`src/rtl/decode_stage.sv`:
```
// ---------------------------------------------------------------------------
// decode_stage
//   Instruction decode stage sitting between fetch and the execute ALU.
//   Accepts pc/insn from fetch with a valid/ready handshake and reads the
//   register file combinationally. It decodes ALUOp, the extended immediate,
//   the destination register and the load flag, then registers every field
//   for execute.
//   A load held for execute whose destination matches a source of the
//   presented instruction causes a one-cycle bubble. A branch_taken redirect
//   from execute flushes the presented instruction.
//
// Ports
//   clock, reset_n          rising-edge clock, asynchronous active-low reset
//   enable_decode           low freezes all state and deasserts if_ready
//   if_valid/if_pc/if_insn  fetch side; if_ready accepts them (combinational)
//   rf_rs_addr/rf_rt_addr   register file read addresses (insn[25:21]/[20:16])
//   rf_rs_data/rf_rt_data   register file read data, same cycle
//   ex_ready, branch_taken  execute consumes output register / redirect
//   ex_valid .. mem_read    registered decode results for execute
// ---------------------------------------------------------------------------
module decode_stage #(
    parameter int          XLEN    = 32,
    parameter logic [4:0]  RA_LINK = 5'd31
) (
    input  logic             clock,
    input  logic             reset_n,
    input  logic             enable_decode,
    input  logic             if_valid,
    input  logic [XLEN-1:0]  if_pc,
    input  logic [XLEN-1:0]  if_insn,
    output logic             if_ready,
    output logic [4:0]       rf_rs_addr,
    output logic [4:0]       rf_rt_addr,
    input  logic [XLEN-1:0]  rf_rs_data,
    input  logic [XLEN-1:0]  rf_rt_data,
    input  logic             ex_ready,
    input  logic             branch_taken,
    output logic             ex_valid,
    output logic [XLEN-1:0]  pc,
    output logic [XLEN-1:0]  insn,
    output logic [XLEN-1:0]  rsData,
    output logic [XLEN-1:0]  rtData,
    output logic [4:0]       saData,
    output logic [XLEN-1:0]  immSXData,
    output logic [5:0]       ALUOp,
    output logic [4:0]       rd_addr,
    output logic             reg_write,
    output logic             mem_read
);

    localparam logic [5:0] OP_RTYPE = 6'b000000;
    localparam logic [5:0] OP_JAL   = 6'b000011;
    localparam logic [5:0] OP_ADDI  = 6'b001000;
    localparam logic [5:0] OP_ADDIU = 6'b001001;
    localparam logic [5:0] OP_SLTI  = 6'b001010;
    localparam logic [5:0] OP_SLTIU = 6'b001011;
    localparam logic [5:0] OP_ANDI  = 6'b001100;
    localparam logic [5:0] OP_ORI   = 6'b001101;
    localparam logic [5:0] OP_XORI  = 6'b001110;
    localparam logic [5:0] OP_LUI   = 6'b001111;
    localparam logic [5:0] OP_MUL   = 6'b011100;
    localparam logic [5:0] OP_LB    = 6'b100000;
    localparam logic [5:0] OP_LW    = 6'b100011;
    localparam logic [5:0] OP_LBU   = 6'b100100;
    localparam logic [5:0] FN_JR    = 6'b001000;

    // ------------------------------------------------------------------
    // Registered state
    // ------------------------------------------------------------------
    logic             ex_valid_q,  ex_valid_d;
    logic [XLEN-1:0]  pc_q,        pc_d;
    logic [XLEN-1:0]  insn_q,      insn_d;
    logic [XLEN-1:0]  rs_data_q,   rs_data_d;
    logic [XLEN-1:0]  rt_data_q,   rt_data_d;
    logic [4:0]       sa_q,        sa_d;
    logic [XLEN-1:0]  imm_q,       imm_d;
    logic [5:0]       alu_op_q,    alu_op_d;
    logic [4:0]       rd_addr_q,   rd_addr_d;
    logic             reg_write_q, reg_write_d;
    logic             mem_read_q,  mem_read_d;

    // ------------------------------------------------------------------
    // Combinational decode of the presented instruction
    // ------------------------------------------------------------------
    logic [5:0]       opcode;
    logic [5:0]       funct;
    logic [5:0]       dec_alu_op;
    logic [XLEN-1:0]  dec_imm;
    logic [4:0]       dec_rd;
    logic             dec_we;
    logic             dec_mr;

    assign opcode     = if_insn[31:26];
    assign funct      = if_insn[5:0];
    assign rf_rs_addr = if_insn[25:21];
    assign rf_rt_addr = if_insn[20:16];

    always_comb begin
        dec_alu_op = opcode;
        dec_imm    = {{(XLEN-16){if_insn[15]}}, if_insn[15:0]};
        dec_rd     = 5'd0;
        dec_we     = 1'b0;
        dec_mr     = 1'b0;

        // R-type and SPECIAL2 MUL carry their operation in the funct field
        if (opcode == OP_RTYPE || opcode == OP_MUL) begin
            dec_alu_op = funct;
        end

        // Logical immediates are unsigned; everything else sign-extends
        if (opcode == OP_ANDI || opcode == OP_ORI || opcode == OP_XORI) begin
            dec_imm = {{(XLEN-16){1'b0}}, if_insn[15:0]};
        end

        case (opcode)
            OP_RTYPE: begin
                if (funct != FN_JR) begin
                    dec_rd = if_insn[15:11];
                    dec_we = 1'b1;
                end
            end
            // MUL is R-format and writes rd like any other R-type op
            OP_MUL: begin
                dec_rd = if_insn[15:11];
                dec_we = 1'b1;
            end
            OP_JAL: begin
                dec_rd = RA_LINK;
                dec_we = 1'b1;
            end
            OP_ADDI, OP_ADDIU, OP_SLTI, OP_SLTIU,
            OP_ANDI, OP_ORI, OP_XORI, OP_LUI,
            OP_LW, OP_LB, OP_LBU: begin
                dec_rd = if_insn[20:16];
                dec_we = 1'b1;
            end
            default: begin
                dec_rd = 5'd0;
                dec_we = 1'b0;
            end
        endcase

        // $zero is never a real destination
        if (dec_rd == 5'd0) begin
            dec_we = 1'b0;
        end

        dec_mr = (opcode == OP_LW) || (opcode == OP_LB) || (opcode == OP_LBU);
    end

    // ------------------------------------------------------------------
    // Hazard and handshake
    // ------------------------------------------------------------------
    logic hazard;
    logic load;

    // Load result is not available until after execute/memory, so a consumer
    // immediately behind a load must wait one cycle.
    assign hazard = ex_valid_q & mem_read_q & reg_write_q & if_valid &
                    ((rd_addr_q == if_insn[25:21]) | (rd_addr_q == if_insn[20:16]));

    assign load = enable_decode & (~ex_valid_q | ex_ready);

    // On a redirect the presented instruction is wrong-path: consume it even
    // if it would otherwise have stalled on a hazard, then drop it.
    assign if_ready = load & (branch_taken | ~hazard);

    // ------------------------------------------------------------------
    // Next-state logic for the output register
    // ------------------------------------------------------------------
    always_comb begin
        ex_valid_d  = ex_valid_q;
        pc_d        = pc_q;
        insn_d      = insn_q;
        rs_data_d   = rs_data_q;
        rt_data_d   = rt_data_q;
        sa_d        = sa_q;
        imm_d       = imm_q;
        alu_op_d    = alu_op_q;
        rd_addr_d   = rd_addr_q;
        reg_write_d = reg_write_q;
        mem_read_d  = mem_read_q;

        if (enable_decode) begin
            if (branch_taken) begin
                // Flush even while execute is stalled: its contents are wrong-path
                ex_valid_d = 1'b0;
            end else if (load) begin
                if (hazard) begin
                    ex_valid_d = 1'b0;
                end else if (if_valid) begin
                    ex_valid_d  = 1'b1;
                    pc_d        = if_pc;
                    insn_d      = if_insn;
                    rs_data_d   = rf_rs_data;
                    rt_data_d   = rf_rt_data;
                    sa_d        = if_insn[10:6];
                    imm_d       = dec_imm;
                    alu_op_d    = dec_alu_op;
                    rd_addr_d   = dec_rd;
                    reg_write_d = dec_we;
                    mem_read_d  = dec_mr;
                end else begin
                    ex_valid_d = 1'b0;
                end
            end
        end
    end

    always_ff @(posedge clock or negedge reset_n) begin
        if (!reset_n) begin
            ex_valid_q  <= 1'b0;
            pc_q        <= '0;
            insn_q      <= '0;
            rs_data_q   <= '0;
            rt_data_q   <= '0;
            sa_q        <= '0;
            imm_q       <= '0;
            alu_op_q    <= '0;
            rd_addr_q   <= '0;
            reg_write_q <= 1'b0;
            mem_read_q  <= 1'b0;
        end else begin
            ex_valid_q  <= ex_valid_d;
            pc_q        <= pc_d;
            insn_q      <= insn_d;
            rs_data_q   <= rs_data_d;
            rt_data_q   <= rt_data_d;
            sa_q        <= sa_d;
            imm_q       <= imm_d;
            alu_op_q    <= alu_op_d;
            rd_addr_q   <= rd_addr_d;
            reg_write_q <= reg_write_d;
            mem_read_q  <= mem_read_d;
        end
    end

    assign ex_valid  = ex_valid_q;
    assign pc        = pc_q;
    assign insn      = insn_q;
    assign rsData    = rs_data_q;
    assign rtData    = rt_data_q;
    assign saData    = sa_q;
    assign immSXData = imm_q;
    assign ALUOp     = alu_op_q;
    assign rd_addr   = rd_addr_q;
    assign reg_write = reg_write_q;
    assign mem_read  = mem_read_q;

endmodule

```
`config.mk`:
```
export PLATFORM = sky130hd
export DESIGN_NAME = decode_stage
export DESIGN_NICKNAME = d
export VERILOG_FILES = /design/src/rtl/decode_stage.sv
export SDC_FILE = /design/constraint.sdc
export NUM_CORES = 1
export LEC_CHECK = 0
export ABC_AREA = 1
export CORE_UTILIZATION = 40
export DETAILED_ROUTE_END_ITERATION = 12
export PLACE_DENSITY = 0.89
export REMOVE_ABC_BUFFERS = 1
export SLEW_MARGIN = 20
export SYNTH_ARGS = -nofsm -noshare
export SYNTH_HDL_FRONTEND = slang
export SYNTH_SLANG_ARGS = --single-unit
```
`constraint.sdc`:
```
create_clock -name clock -period 1.85 [get_ports clock]
set_clock_uncertainty 0.2 [all_clocks]
set_input_delay 0.37 -clock clock [delete_from_list [all_inputs] [get_ports clock]]
set_output_delay 0.37 -clock clock [all_outputs]
set_load 0.01 [all_outputs]
```
==> run summary <==
Ys Warns - 0
Final min period - 2626 ps
Drt wl/cell - 20.49 µm
Iter 0 DRT Violations - 590
Status - finished with violations
Detailed Place HPWL - 13.79 mm
Core Box Area - 15200 µm²
# rows - 45
1st-pass router iterations - 5
Fmax - 380.8 MHz
Synth Instances - 735
Total congestion overflow - 0
IO Port Bufs - 323
Vias in the first global route - 6993
Sink Count - 143
Antenna-violating nets left - 0
Fin crit share - 1.420
CTS max path bufs - 2
Clk Latency, worst-skew pair - 420 ps
Filler cells - 944
Finished Layout Cells - 1325
Final Cell Area - 11850 µm²
Syn-to-layout area delta - 89.55%
Num ports - 324
CP arrival - 2060 ps
Seq/Total Area, Yosys - 0.5725
Pre-CTS setup slack - -893.3 ps
Post-Place Cell Area - 9613 µm²
Failing checks - negative setup slack
Chip width - 127.0 µm
#FFs+latches synth - 143
Clock Pin Slew Worst Setup and Hold Paths - 60 ps
P_leak - 6.327 nW
Area of the mapped netlist - 6251 µm²
Register Area - 3586 µm²
Final setup fails - 145
Synth Area per Inst - 8.505 µm²
Placed Cells - 1219
Fraction of layout cells with a size suffix above 1 - 0.2137
H-Tree Depth - 4
Slew margin rel. - 0.7107
Vias per cell - 5.172
RSZ-0062 raised after global routing - yes
Initial antenna violation count - 0
Footprint of the multi-input gates - 2206 µm²
TritonCTS Buffers - 17
Die area - 16130 µm²
CTS tree - done
Root Buffer - clkbuf_16
DRC Markers - 0
CP peak stage delay - 460 ps
Crit end category - primary output
Least-Margin Pin Slew - 433.9 ps
Max stage delay cell, worst path - dfrtp_2
Crit-path cells - nand2_1 -> nand2_1 -> nor2_1 -> nand3_1 -> nand2_1 -> nand2_2 -> o21ai_2 -> inv_1 -> buf_2
Crit path launch type - flip-flop
Crit path top cell by count - nand2_1
Critical Path RT - 1280 ps
Final WL - 27.14 mm
Worst Hold Class - input pin to async pin
Ant diodes - 0
Max-slew violation count - 0
Setup WS post-layout - -776.3 ps
Cell Pwr Density - 953.0 nW/µm²
Vias - 6853
First-pass GRT wire length - 38.79 mm
Die height - 127.0 µm
Nets - 1258
VDD IR max - 0.6699 mV
Hold Vio Cnt, Final - 0
Kind of critical path - flip-flop to primary output
Largest net degree at the start of global routing - 44
GRT Overall Usage - 0.3262
GPL Wtd Cong - 0.8364
CP Max Fanout - 4
Initial core utilization - 0.4112
Max_cap viols - 0
Post-synth cell types - 20
-- routing by layer --
metal,global-route usage,vias to the layer above,wire (µm)
li1,-,2994,-
met1,0.3793,3300,9931
met2,0.5446,428,13300
met3,0.09757,131,2562
met4,0.1744,0,1352
met5,0,-,0
-- Yosys cell counts --
cell type,n,share of area
nand2_1,407,0.24
dfrtp_1,143,0.57
buf_4,62,0.074
o21ai_0,25,0.020
inv_1,21,0.013
nand3_1,18,0.014
nor2_1,16,0.0096
buf_6,12,0.022
a21oi_1,11,0.0088
xor2_1,5,0.0070
inv_2,3,0.0018
buf_2,2,0.0016
nor3_1,2,0.0016
xnor2_1,2,0.0028
and3_1,1,0.0010
clkbuf_1,1,0.00060
nand2_2,1,0.0010
nor2_4,1,0.0018
o211ai_1,1,0.0012
o21bai_1,1,0.0012
-- report_power, final --
group | internal (W) | switching, W
Combinational | 0.00169 | 0.00163
Clock | 0.00251 | 0.00134
Sequential | 0.00373 | 0.000403
Total | 0.00792 | 0.00337
-- metrics by stage --
step / power [W] / TNS (ps) / util / hold WS [ps]
2_1_floorplan: 0.005090 / -271500 / - / -125.6
3_3_place_gp: 0.007266 / -87550 / 0.6323 / 125.2
3_5_place_dp: 0.007379 / -95360 / 0.6323 / 124.4
4_1_cts: 0.01111 / -31720 / 0.7693 / 204.4
5_1_grt: 0.01172 / -106630 / 0.7794 / 251.2
6_report: 0.01129 / -95870 / 0.7794 / 244.0
-- timing repair --
item	4_1_cts	5_1_grt
hold buffers	1	0
setup buffers	35	6
gates cloned	32	1
pin swaps	15	7
endpoints found under the hold margin	39	0
setup endpoints to repair	331	158
resized for setup	374	42
-- cell families (layout without fill, tap and decap cells) --
logic type	count (synthesis)	count (layout)	share of synthesized area
compound gates	38	38	0.03123
xor+xnor	7	7	0.009808
buf+inv	101	503	0.1127
flops	143	143	0.5725
simple gates	446	446	0.2738
-- worst max-delay path: cells and delay by family (launching register included) --
kind	cells	cell delay (ps)
buf+inv	2	200
flops	1	460
compound gates	1	120
simple gates	6	860
-- layout make-up --
| class | count | share of cell area |
|---|---|---|
| inverters | 24 | 0.008659 |
| clock buffers | 23 | 0.04034 |
| clock inverters | 9 | 0.01510 |
| multi-input cells | 491 | 0.1862 |
| repair buffers | 447 | 0.4272 |
| flip-flops and latches | 143 | 0.3026 |
| well taps | 188 | 0.01985 |
-- final timing paths --
kind | from | to | slack (ps) | cells past startpoint
setup reg to reg | rd_addr[3] | pc[12] | -770 | 14
hold / removal | reset_n | rtData[25] | 240 | 2
setup / recovery | rd_addr[3] | if_ready | -780 | 9
hold reg to reg | rtData[29] | rtData[29] | 270 | 2
min in group clock | if_insn[25] | insn[25] | 260 | 3
max in group asynchronous | reset_n | rd_addr[2] | 620 | 3
-- cells in the final DEF, fill, tap and decap left out, types with 21 or more instances in the layout --
master | synthesis | final
nand2_2 | 1 | 54
dlygate4sd2_1 | 0 | 166
clkdlybuf4s50_1 | 0 | 131
buf_12 | 0 | 24
buf_16 | 0 | 33
buf_4 | 62 | 43
inv_1 | 21 | 21
dfrtp_1 | 143 | 137
nand2_1 | 407 | 346
-- registers in the layout, indices dropped and copies added, names as in the netlist --
signal	count
ALUOp	6
mem_read	1
rd_addr	5
insn	32
rtData	32
immSXData	1
pc	32
ex_valid	1
reg_write	1
rsData	32
Power figures use the tool's default switching activity.
